--- config.mk ---
export PLATFORM = sky130hd
export DESIGN_NAME = traffic_light_controller
export DESIGN_NICKNAME = d
export VERILOG_FILES = /design/src/rtl/traffic_light_controller.sv
export SDC_FILE = /design/constraint.sdc
export NUM_CORES = 1
export LEC_CHECK = 0
export BUFFER_PORTS_ARGS = -buffer_cell sky130_fd_sc_hd__buf_4
export CAP_MARGIN = 25
export CORE_MARGIN = 5
export CORE_UTILIZATION = 55
export DETAILED_ROUTE_END_ITERATION = 10
export GPL_ROUTABILITY_DRIVEN = 0
export PLACE_DENSITY = 0.87
export SKIP_CTS_REPAIR_TIMING = 1
export SYNTH_ARGS = -nofsm -noshare
export SYNTH_HDL_FRONTEND = slang
export SYNTH_SLANG_ARGS = --single-unit
--- constraint.sdc ---
create_clock -name clk_in -period 2.4 [get_ports clk_in]
set_input_delay 0.6 -clock clk_in [delete_from_list [all_inputs] [get_ports clk_in]]
set_output_delay 0.6 -clock clk_in [all_outputs]
set_load 0.01 [all_outputs]
--- src/rtl/traffic_light_controller.sv ---
// traffic_light_controller
// Moore sequencer for a main/side road junction with a pedestrian request.
// The divider's slow square wave is sampled as data and each rising edge
// becomes a one-cycle tick; every phase length is counted in ticks.
// Lamps and walk are a pure decode of registered state, so they never glitch
// and both roads can never show non-red at the same time.

module traffic_light_controller #(
  parameter int unsigned MAIN_GREEN_MIN = 8,
  parameter int unsigned YELLOW_T       = 3,
  parameter int unsigned ALLRED_T       = 1,
  parameter int unsigned SIDE_GREEN_T   = 5,
  parameter int unsigned TW             = 8
) (
  input  logic       clk_in,
  input  logic       rst_n,
  input  logic       slow_clk,
  input  logic       side_car,
  input  logic       ped_req,
  output logic [2:0] main_light,
  output logic [2:0] side_light,
  output logic       walk,
  output logic [2:0] state
);

  // Phase encodings; the debug port exposes these codes directly.
  typedef enum logic [2:0] {
    ST_ALL_RED_B   = 3'd0,
    ST_MAIN_GREEN  = 3'd1,
    ST_MAIN_YELLOW = 3'd2,
    ST_ALL_RED_A   = 3'd3,
    ST_SIDE_GREEN  = 3'd4,
    ST_SIDE_YELLOW = 3'd5
  } state_e;

  // Lamp patterns, {R,Y,G}.
  localparam logic [2:0] LAMP_RED    = 3'b100;
  localparam logic [2:0] LAMP_YELLOW = 3'b010;
  localparam logic [2:0] LAMP_GREEN  = 3'b001;

  // Last timer value of each phase (duration minus one), as TW-bit unsigned.
  localparam logic [TW-1:0] MG_LAST = TW'(MAIN_GREEN_MIN - 1);
  localparam logic [TW-1:0] Y_LAST  = TW'(YELLOW_T - 1);
  localparam logic [TW-1:0] AR_LAST = TW'(ALLRED_T - 1);
  localparam logic [TW-1:0] SG_LAST = TW'(SIDE_GREEN_T - 1);
  localparam logic [TW-1:0] TIMER_ONE = TW'(1);

  // The state register is kept as a plain vector so that the illegal codes
  // 6 and 7 remain representable and are explicitly recovered from.
  logic [2:0]    state_q;
  logic [2:0]    state_d;
  logic [TW-1:0] timer_q;
  logic [TW-1:0] timer_d;
  logic          car_pend_q;
  logic          car_pend_d;
  logic          ped_pend_q;
  logic          ped_pend_d;
  logic          walk_serve_q;
  logic          walk_serve_d;
  logic          slow_q;
  logic          tick_s;
  logic          state_change_s;
  logic          enter_side_green_s;
  logic          main_sat_s;

  // A rising edge of the divider output, seen as data in the clk_in domain.
  assign tick_s = slow_clk & ~slow_q;

  // Register every piece of state; synchronous active-low reset.
  always_ff @(posedge clk_in) begin
    if (!rst_n) begin
      state_q      <= ST_ALL_RED_B;
      timer_q      <= '0;
      car_pend_q   <= 1'b0;
      ped_pend_q   <= 1'b0;
      walk_serve_q <= 1'b0;
      slow_q       <= 1'b1;
    end else begin
      state_q      <= state_d;
      timer_q      <= timer_d;
      car_pend_q   <= car_pend_d;
      ped_pend_q   <= ped_pend_d;
      walk_serve_q <= walk_serve_d;
      slow_q       <= slow_clk;
    end
  end

  // Next-state selection: fixed phases leave on the tick that completes them,
  // main green leaves only once saturated and a request is pending.
  always_comb begin
    state_d = state_q;
    case (state_q)
      ST_ALL_RED_B: begin
        if (tick_s && (timer_q == AR_LAST)) begin
          state_d = ST_MAIN_GREEN;
        end else begin
          state_d = ST_ALL_RED_B;
        end
      end
      ST_MAIN_GREEN: begin
        if (tick_s && (timer_q == MG_LAST) && (car_pend_q || ped_pend_q)) begin
          state_d = ST_MAIN_YELLOW;
        end else begin
          state_d = ST_MAIN_GREEN;
        end
      end
      ST_MAIN_YELLOW: begin
        if (tick_s && (timer_q == Y_LAST)) begin
          state_d = ST_ALL_RED_A;
        end else begin
          state_d = ST_MAIN_YELLOW;
        end
      end
      ST_ALL_RED_A: begin
        if (tick_s && (timer_q == AR_LAST)) begin
          state_d = ST_SIDE_GREEN;
        end else begin
          state_d = ST_ALL_RED_A;
        end
      end
      ST_SIDE_GREEN: begin
        if (tick_s && (timer_q == SG_LAST)) begin
          state_d = ST_SIDE_YELLOW;
        end else begin
          state_d = ST_SIDE_GREEN;
        end
      end
      ST_SIDE_YELLOW: begin
        if (tick_s && (timer_q == Y_LAST)) begin
          state_d = ST_ALL_RED_B;
        end else begin
          state_d = ST_SIDE_YELLOW;
        end
      end
      default: begin
        state_d = ST_ALL_RED_B;
      end
    endcase
  end

  assign state_change_s     = (state_d != state_q);
  assign enter_side_green_s = (state_d == ST_SIDE_GREEN) && (state_q != ST_SIDE_GREEN);
  assign main_sat_s         = (state_q == ST_MAIN_GREEN) && (timer_q == MG_LAST);

  // Phase timer: cleared on any state change, counts ticks otherwise and
  // saturates in main green so a long quiet green can never wrap.
  always_comb begin
    timer_d = timer_q;
    if (state_change_s) begin
      timer_d = '0;
    end else if (tick_s && !main_sat_s) begin
      timer_d = timer_q + TIMER_ONE;
    end else begin
      timer_d = timer_q;
    end
  end

  // Request latches: set by any asserted cycle, cleared when side green is
  // entered; the clear takes priority so a simultaneous request counts as served.
  always_comb begin
    car_pend_d   = car_pend_q | side_car;
    ped_pend_d   = ped_pend_q | ped_req;
    walk_serve_d = walk_serve_q;
    if (enter_side_green_s) begin
      car_pend_d   = 1'b0;
      ped_pend_d   = 1'b0;
      walk_serve_d = ped_pend_q;
    end else begin
      walk_serve_d = walk_serve_q;
    end
  end

  // Lamp and walk decode from the state register; illegal codes show all-red.
  always_comb begin
    main_light = LAMP_RED;
    side_light = LAMP_RED;
    walk       = 1'b0;
    case (state_q)
      ST_ALL_RED_B: begin
        main_light = LAMP_RED;
        side_light = LAMP_RED;
      end
      ST_MAIN_GREEN: begin
        main_light = LAMP_GREEN;
        side_light = LAMP_RED;
      end
      ST_MAIN_YELLOW: begin
        main_light = LAMP_YELLOW;
        side_light = LAMP_RED;
      end
      ST_ALL_RED_A: begin
        main_light = LAMP_RED;
        side_light = LAMP_RED;
      end
      ST_SIDE_GREEN: begin
        main_light = LAMP_RED;
        side_light = LAMP_GREEN;
        walk       = walk_serve_q;
      end
      ST_SIDE_YELLOW: begin
        main_light = LAMP_RED;
        side_light = LAMP_YELLOW;
      end
      default: begin
        main_light = LAMP_RED;
        side_light = LAMP_RED;
        walk       = 1'b0;
      end
    endcase
  end

  assign state = state_q;

endmodule

# Word-level counts from Yosys, hierarchy flattened
# Cells that the tools add are included.
# op_classes
n_addsub	1
eq_ne	11
muxes	10
n_bitwise	5
n_reduce_logical	14
# op_table
operator	n
3-bit one-hot mux with 6 select lines	1
8-bit by 3-bit equality test with 1-bit output, second input constant	2
3-bit one-hot mux with 2 select lines	2
3-bit equality test, second input constant	3
8-bit by 1-bit adder with 8-bit output, second input constant	1
8-bit by 2-bit equality test with 1-bit output, second input constant	1
1-bit logical AND	8
8-bit logical NOT	1
3-bit by 2-bit equality test with 1-bit output, second input constant	2
3-bit two-way mux	2
1-bit two-way mux	4
2-bit OR reduction	2
3-bit by 1-bit equality test with 1-bit output, second input constant	1
3-bit logical NOT	1
3-bit != test	1
3-bit != test, second input constant	1
2-bit two-way mux	1
1-bit inverter	2
1-bit bitwise OR	2
1-bit AND	1
1-bit logical NOT	1
1-bit logical OR	1
# word_totals
register_bits	15
inputBits	5
out_inout_bits	10
wordCells	47

# Depth between registers and ports, before layout
# depth
word_depth	9
mapped_depth	7
depth_no_buf	6

# Least setup slack after synthesis
# No wires, ideal clock.
# synth_path
kind	reg-to-reg
startpoint	reg state_q[0], in the netlist state[0]
endpoint	reg timer_q[2]
setup_ps	135
arrival_time_ps	1715
t_required_ps	2265
setup_slack_ps	550
path_stages_with_launch	5
path_buffers	0
synth_period_minus_slack_ps	1850
path_cell_list	dfxtp_1 -> or3b_4 -> or3_1 -> a211oi_4 -> nor4_1
# synth_between
elab_chain_cells	4
word_cells_on_any_way	12
cone_classes	eq/ne: 6; mux: 1; reduce/logical: 5
# synth_lines
element	line_no	source
from (decl)	50	logic [2:0] state_q;
from (signal assigned)	79	state_q <= state_d;
3-bit equality test, or another cell as far along	92	case (state_q)
3-bit one-hot mux with 6 select lines or 1-bit logical AND (tied branches)	92, 143	
3-bit != test or 1-bit logical NOT (tied branches)	141, 151	
2-bit OR reduction (no line) or 1-bit logical AND (tied branches)	-	
to (signal assigned)	80	timer_q <= timer_d;
to (decl)	52	logic [TW-1:0] timer_q;
# Several ways; a longest one is shown, not always the timed one.
# A chain may end at the register's enable or synchronous reset.

# Worst setup path after layout
# layout_path
startpoint	reg timer_q[3]
endpoint	reg timer_q[3]
# layout_between
elab_chain_cells	7
word_cells_on_any_way	22
cone_classes	add/sub: 1; eq/ne: 4; mux: 7; reduce/logical: 10
# layout_lines
element	line_no	source
8-bit by 3-bit equality test with 1-bit output	101, 143	
1-bit logical AND (2 in series)	101	if (tick_s && (timer_q == MG_LAST) && (car_pend_q || ped_pend_q)) begin
2-bit two-way mux	101	
3-bit one-hot mux with 6 select lines	92	
3-bit != test	141	assign state_change_s = (state_d != state_q);
2-bit OR reduction (no line)	-	
# Several ways; a longest one is shown, not always the timed one.

==> results.toml <==
[run_status]
outcome = "completed"

[global_route]
gr-total-overflow = 0
grt_first_pass_wirelength_mm = 3.97
grt_pass1_vias = 884
grt_util_all_layers = 0.189
antenna_found_initial = 0
grt_max_degree = 14

[synthesis]
synth_cell_type_count = 44
synthXorXnorAreaFrac = 0.0344
synth_area_um2 = 1020
synth_ff_type = "dfxtp_1"
synth_warnings = 0
synth_edf_count = 0
synth_fa_ha_area_frac = 0.0369
synth.mux.area_fraction = 0.0209
synth_top_family_by_area = "simple AND/OR/NAND/NOR gates"
ys_top_cells_by_area = "dfxtp_1 29%, nor4_1 4.9%, nor2_1 4.4%"
synth_compound_area_frac = 0.172
synth.most_common_cell = "dfxtp_1"
async_reset_ff_frac = 0
syn_area_per_cell_um2 = 8.78
yosysSeqAreaShare = 0.295
synth_top_area_frac = 0.295
synth_fp_nets = 124
synthCells = 116
synth_common_cells = "15 x dfxtp_1, 12 x nor2_1, 8 x nor4_1"
synth-simple-area-share = 0.385
ys_ff_latch = 15
yosysTopAreaCell = "dfxtp_1"

[timing]
rsz0062_at_grt = "false"
slew_headroom = 0.623
setup_violations = 0
fin_crit_sh = 0.905
setup_tns_ns = 0
fin_skew_ns = 0.00890
worstMarginPinSlew_ns = 0.565
hold_viol_final = 0
slew_violations = 0
setup_slack_ns = 0.229
period_needed_ns = 2.17
max_freq_ghz = 0.461

[setup_path]
ff2ff_path_depth = 4
regToRegSetupSlack_ns = 0.23
setup.worst_path.end = "timer_q[3]"
cp_max_fo = 10
crit_type = "flip-flop to flip-flop"
start_kind = "flip-flop"
end_kind = "flip-flop"
required_ns = 2.55
r2r-end = "timer_q[3]"
worstReg2RegStart = "timer_q[3]"
crit_start = "timer_q[3]"
cp.arrival_ns = 2.32

[routing]
drc = 0
first_pass_iters = 4
avgRoutedWirePerCell_um = 14.6
num_vias = 889
drt_wl_total_mm = 2.27
antenna_left = 0
viasPerCell = 5.74
initialDrtViolationCount = 15

[pwr]
leakage_nw = 0.422
ir_worst_vdd_v = 0.000282
p_per_area_nw_per_um2 = 395
design_power_total_mw = 0.457

[floorplan]
core-area_um2 = 1750
dieHeight_um = 53.0
ioPinCount = 15
initial_core_util = 0.584
die-area_um2 = 2810
die_x_um = 53.0
rows = 15

[place]
post-place-ws_ns = 0.224
dp_hpwl_mm = 1.65
port_buffers = 14

[clock_network]
cts_made_buffers = 3
clockBufferDepth = 2
htree_levels = 1
cts_tree = "built"
worstSkewPairLatency_ns = 0.29
clkTransAtPathRegs_ns = 0.09
clockRootBuffer = "clkbuf_4"
cts_sinks = 15

[worst_hold_path]
hold_class = "flip-flop to flip-flop"

[flow_run]
timing.max_cap.violations = 0

[layout]
antennaDiodeCount = 0
drive_gt1_frac = 0.215
fin_nets = 139
syn2layout_area_growth_pct = 13.8
-- kinds of logic after synthesis --
logic type | Yosys count
AOI/OAI and AO/OA | 20
xor gates and xnor gates | 4
adders and majority gates | 3
buffers and inverters | 12
DFF | 15
muxes | 2
and+or+nand+nor | 60
-- metrics by stage --
step,instances,cell area (um^2),hold slack (ns),util
floorplan,116,1020,0.433,-
global placement,151,1130,0.456,0.648
detailed placement,151,1130,0.451,0.648
CTS,155,1160,0.474,0.664
global route,155,1160,0.528,0.664
finish,155,1160,0.469,0.664
-- layer usage --
metal | routed length (um) | vias to the layer above | global-route usage
met5 | 0 | - | 0
met4 | 34 | 0 | 0.0809
met3 | 137 | 5 | 0.0338
met2 | 1070 | 21 | 0.302
met1 | 1030 | 407 | 0.246
li1 | - | 456 | -
-- worst max-delay path, cell delays in order (launching register included) --
cell and delay (ns):
dfxtp_1 0.36, or4_1 0.77, nor4_4 0.38, nand2b_1 0.41, a2111oi_1 0.12
-- how the worst min path moves through the flow --
stage	end	cells after the start	start
finish	car_pend_q	2	car_pend_q
global placement	car_pend_q	2	car_pend_q
global route	car_pend_q	2	car_pend_q
CTS	car_pend_q	2	car_pend_q
floorplan	car_pend_q	2	car_pend_q
detailed placement	car_pend_q	2	car_pend_q
-- cell type report --
type                       instances  area, um^2
fill                             155         587
tap                               25        31.3
multi-input combinational         89         661
sequential                        15         300
inverter                           7        26.3
clock inverter                     1        5.00
clock buffer                       3        22.5
timing repair buffer              15         113
-- cells in the final DEF (no fill, tap or decap), drive strengths merged, types with 3 or more instances in the layout --
cell / Yosys / routed
clkbuf: 2 / 3
dfxtp: 15 / 15
nand2: 6 / 6
a21oi: 3 / 3
a2111oi: 4 / 4
nor2: 12 / 12
xor2: 4 / 4
nand3b: 5 / 5
buf: 3 / 15
ha: 3 / 3
nand4: 4 / 4
nand2b: 5 / 5
nor4: 10 / 10
inv: 7 / 7
o21ai: 4 / 4
-- state kept, by name, indices dropped and copies added, names as in the netlist --
signal        cells
state             3
car_pend_q        1
walk_serve_q      1
ped_pend_q        1
slow_q            1
timer_q           8
-- power breakdown --
| group | leakage, nW | switching, mW | internal [mW] | total, mW |
|---|---|---|---|---|
| logic | 0.283 | 0.0303 | 0.0243 | 0.0546 |
| clock network | 0.0177 | 0.0819 | 0.0620 | 0.144 |
| registers | 0.122 | 0.00466 | 0.254 | 0.259 |
| total | 0.422 | 0.117 | 0.340 | 0.457 |
No activity file was read; power rests on OpenSTA's default activity.
